**config.mk**
```make
export PLATFORM = sky130hd
export DESIGN_NAME = seq_ctrl
export DESIGN_NICKNAME = d
export VERILOG_FILES = /design/src/rtl/seq_ctrl.sv
export SDC_FILE = /design/constraint.sdc
export NUM_CORES = 1
export LEC_CHECK = 0
export BUFFER_PORTS_ARGS = -buffer_cell sky130_fd_sc_hd__buf_2
export CAP_MARGIN = 20
export CELL_PAD_IN_SITES_DETAIL_PLACEMENT = 0
export CELL_PAD_IN_SITES_GLOBAL_PLACEMENT = 1
export CORE_MARGIN = 5
export CORE_UTILIZATION = 35
export DETAILED_ROUTE_END_ITERATION = 16
export PLACE_DENSITY_LB_ADDON = 0.1
export SYNTH_ARGS = -nofsm -noshare
export SYNTH_HDL_FRONTEND = slang
export SYNTH_SLANG_ARGS = --single-unit
```
**constraint.sdc**
```tcl
create_clock -name clk -period 2.7 [get_ports clk]
set_input_delay 0.81 -clock clk [delete_from_list [all_inputs] [get_ports clk]]
set_output_delay 0.81 -clock clk [all_outputs]
set_load 0.01 [all_outputs]
```
**src/rtl/seq_ctrl.sv**
```systemverilog
// Multi-cycle instruction sequencer: FETCH/DECODE/EXEC/MEM/WB with stall, retire counter and optional trap.
// Define SEQ_TRAP_EN to halt on illegal instructions; otherwise they retire as NOPs.
module seq_ctrl (
  input  logic        clk,
  input  logic        reset,
  input  logic        stall,
  output logic        imem_req,
  input  logic        imem_ready,
  input  logic [31:0] imem_data,
  output logic [31:0] instruction,
  input  logic        dec_reg_we,
  input  logic        dec_mem_we,
  input  logic [1:0]  dec_reg_sel_data_in,
  output logic        dmem_req,
  output logic        dmem_we,
  input  logic        dmem_ready,
  output logic        pc_we,
  output logic        reg_we,
  output logic [2:0]  state,
  output logic [31:0] instret,
  output logic        trap
);

  // state  | meaning
  // FETCH  | request instruction word, latch on imem_ready
  // DECODE | one cycle for the decoder to settle; illegal check
  // EXEC   | one cycle; choose MEM for loads/stores, WB otherwise
  // MEM    | data access; stores retire here
  // WB     | register write-back and PC update
  // HALT   | illegal instruction trap, left only by reset
  typedef enum logic [2:0] {
    FETCH  = 3'd0,
    DECODE = 3'd1,
    EXEC   = 3'd2,
    MEM    = 3'd3,
    WB     = 3'd4,
    HALT   = 3'd5
  } state_t;

  state_t state_q, state_d;
  logic   legal_opc, illegal, is_load, en;
  logic   fetch_c, mreq_c, mwe_c, pc_c, rwe_c;

  always_comb begin
    case (instruction[6:2])
      5'b01100, 5'b00100, 5'b00000, 5'b01000, 5'b11000,
      5'b11011, 5'b11001, 5'b01101, 5'b00101: legal_opc = 1'b1;
      default:                                legal_opc = 1'b0;
    endcase
  end

  assign illegal = (instruction[1:0] != 2'b11) || !legal_opc;
  assign is_load = dec_reg_we && (dec_reg_sel_data_in == 2'b01);

  always_comb begin
    state_d = state_q;
    fetch_c = 1'b0;
    mreq_c  = 1'b0;
    mwe_c   = 1'b0;
    pc_c    = 1'b0;
    rwe_c   = 1'b0;
    case (state_q)
      FETCH: begin
        fetch_c = 1'b1;
        if (imem_ready) state_d = DECODE;
      end
      DECODE: begin
`ifdef SEQ_TRAP_EN
        state_d = illegal ? HALT : EXEC;
`else
        state_d = EXEC;
`endif
      end
      EXEC: begin
        // Illegal words only get here as NOPs, so they never touch data memory.
        if (!illegal && (dec_mem_we || is_load)) state_d = MEM;
        else                                     state_d = WB;
      end
      MEM: begin
        mreq_c = 1'b1;
        mwe_c  = dec_mem_we;
        if (dmem_ready) begin
          if (dec_mem_we) begin
            pc_c    = 1'b1;
            state_d = FETCH;
          end else begin
            state_d = WB;
          end
        end
      end
      WB: begin
        pc_c    = 1'b1;
        rwe_c   = dec_reg_we && !illegal;
        state_d = FETCH;
      end
      HALT: begin
`ifdef SEQ_TRAP_EN
        state_d = HALT;
`else
        state_d = FETCH;
`endif
      end
      default: state_d = FETCH;
    endcase
  end

  // Stall and reset suppress every strobe combinationally.
  assign en       = !stall && !reset;
  assign imem_req = fetch_c && en;
  assign dmem_req = mreq_c && en;
  assign dmem_we  = mwe_c && en;
  assign pc_we    = pc_c && en;
  assign reg_we   = rwe_c && en;
  assign state    = state_q;

`ifdef SEQ_TRAP_EN
  assign trap = (state_q == HALT);
`else
  assign trap = 1'b0;
`endif

  always_ff @(posedge clk) begin
    if (reset) begin
      state_q     <= FETCH;
      instruction <= 32'h0000_0013;
      instret     <= 32'd0;
    end else begin
      // Undefined codes recover even while stalled.
      if (!stall || (state_q > HALT)) state_q <= state_d;
      if (imem_req && imem_ready) instruction <= imem_data;
      if (pc_we) instret <= instret + 32'd1;
    end
  end

endmodule

```
==> results.toml <==
[power]
p_clk_frac = 0.411
p_leak_nw = 1.69
sw_frac_of_total = 0.241
p_switching_mw = 0.487
power.internal_mw = 1.53
power_density_nw_per_um2 = 501
seq_power_share = 0.514
vdd_drop_max_v = 0.000180
p_comb_frac = 0.076

[routing]
detail_route.wl_per_cell_um = 14.1
wl_um = 8610
drc = 0
via_count = 3027
firstDrtPassIters = 4
drt_iter0_markers = 103
vias_per_cell = 4.95
ant_nets = 0

[synth]
synthTopCellsByArea = "dfxtp_1, nand2_1, a21oi_1, xnor2_1, a211oi_1"
synth_edf_count = 0
synth_seq_area_share = 0.436
ys_top_cells_by_count = "nand2_1, dfxtp_1, a21oi_1"
synth_cells = 384
syn_avg_cell_area_um2 = 8.13
async_reset_ff_frac = 0
yosysWarnings = 0
synthDistinctLibCells = 52
synth-seq-cells = 68
netlist_area_um2 = 3120
synth_nets = 426
synth_top_area_frac = 0.436
yosysMostFrequentCell = "nand2_1"
synth_ff_type = "dfxtp_1"
synth_largest_area_cell = "dfxtp_1"

[floorplanning]
io_pins = 114
die_h_um = 104
die_w_um = 104
die_area_um2 = 10900
rows = 34
coreArea_um2 = 8720
start_util = 0.358

[global_route]
grt_overflow = 0
grt_pass1_wl_um = 14500
grtUsageTotal = 0.158
grt_antenna_before_repair = 0
grt_start_max_net_pins = 34
grt_pass1_vias = 2825

[critical_path]
crit_slowest_cell = "or4_1"
path_cells = "buf_2, or4_1, nor2_1, buf_2"
criticalPathCategory = "in -> out"
cpPeakStageDelay_ps = 490
worst-path-max-fanout = 4
cp.required_ps = 1890
cp-start-kind = "input port"
crit_path_end_kind = "primary output"
worstPathArrival_ps = 1770
worst_path_most_repeated_cell = "buf_2"

[sta]
slew_viol_final = 0
post-route-period-util = 0.957
rsz0062_at_grt = "false"
fmax_mhz = 387
skew_ps = 8.80
hold_viol_final = 0
finalSetupViolations = 0
tns_ps = 0
fin_ws_ps = 117
period_needed_ps = 2580

[final_layout]
multi_input_area_um2 = 1610
seqCellArea_um2 = 1360
final_nets = 541
fin_util = 0.462
num_antenna_cells = 0
layout-drive-gt1-share = 0.312
fillers = 881
areaGrowthSynthToFinish_pct = 29.0

[clock_tree]
cts_resized = 0
cts_setup_buffers = 0
clockBufferDepth = 2
worstSkewPairLatency_ps = 330
htree_levels = 3
postCtsHoldBufs = 0
clock_sinks = 68
clk_pin_slew_ps = 70
cts_tree = "done"
numCtsBuffers = 9
root_buffer = "clkbuf_8"

[place]
dp_hpwl_um = 6280
place.gp.congestion = 0.782
port_buffers = 112
dp_worst_setup_slack_ps = 111

[status]
status = "finished clean"

[min_path]
hold_class = "reg -> reg"

[run]
drv_cap = 0
registers in the layout (all words and copies together) (netlist names):
signal       flops
instruction     32
state            3
legal_opc        1
instret         32
worst paths after layout:
path / from / endpoint / slack, ps / cells past startpoint
worst min register to register: instruction[25]$_SDFFE_PP0N_ / instruction[25]$_SDFFE_PP0N_ / 450 / 2
worst min-delay path: instruction[25]$_SDFFE_PP0N_ / instruction[25]$_SDFFE_PP0N_ / 450 / 2
worst max-delay path: stall / imem_req / 120 / 4
worst max register to register: instret[9]$_SDFFE_PP0P_ / instret[31]$_SDFFE_PP0P_ / 510 / 5
cells by family after synthesis:
group / count (synthesis) / synth area share
compound gates: 94 / 0.189
other cells: 1 / 0.00120
fa+ha+maj: 1 / 0.00401
buf+inv: 34 / 0.0485
flops: 68 / 0.436
simple gates: 168 / 0.271
xor+xnor: 18 / 0.0505
per-stage QoR:
step	total power, mW	hold slack (ps)	cell area [um2]	instances
2_1_floorplan	1.14	481	3120	384
3_3_place_gp	1.22	439	3830	596
3_5_place_dp	1.22	444	3830	596
4_1_cts	2.05	455	4030	611
5_1_grt	2.12	475	4030	611
6_report	2.02	453	4030	611
critical path: cells and delay by family:
family / cells / cell delay [ps]
buf+inv: 2 / 290
simple gates: 2 / 670
routing by layer:
metal,track usage,up-vias,share of wire
li1,-,1573,-
met1,0.226,1370,0.50
met2,0.228,79,0.43
met3,0.0453,5,0.061
met4,0.0527,0,0.0059
met5,0,-,0
power by group through the flow:
stage	registers [mW]	logic (mW)	clock network, mW
after global placement	1.06	0.156	0
after detailed placement	1.06	0.156	0
after floorplan	1.07	0.0713	0
after CTS	1.04	0.156	0.860
final	1.04	0.153	0.829
after global routing	1.04	0.173	0.910
area by class of cell:
cell class | count | area share
clock inverters | 5 | 0.0131
repair buffers | 128 | 0.172
flip-flops and latches | 68 | 0.338
well taps | 108 | 0.0336
clock buffers | 10 | 0.0342
inverters | 10 | 0.00933
multi-input cells | 282 | 0.399
placed cells by master, fill, tap and decap left out, types with 10 or more instances in the layout:
cell type and n:
inv_1 10, o21ai_0 13, buf_4 15, buf_2 112, nand2_1 79, dfxtp_1 68
clkbuf_8 10, nor2_1 25, a211oi_1 13, nand3_1 11, xnor2_1 15, a21oi_1 44
No activity file was read; power rests on OpenSTA's default activity.
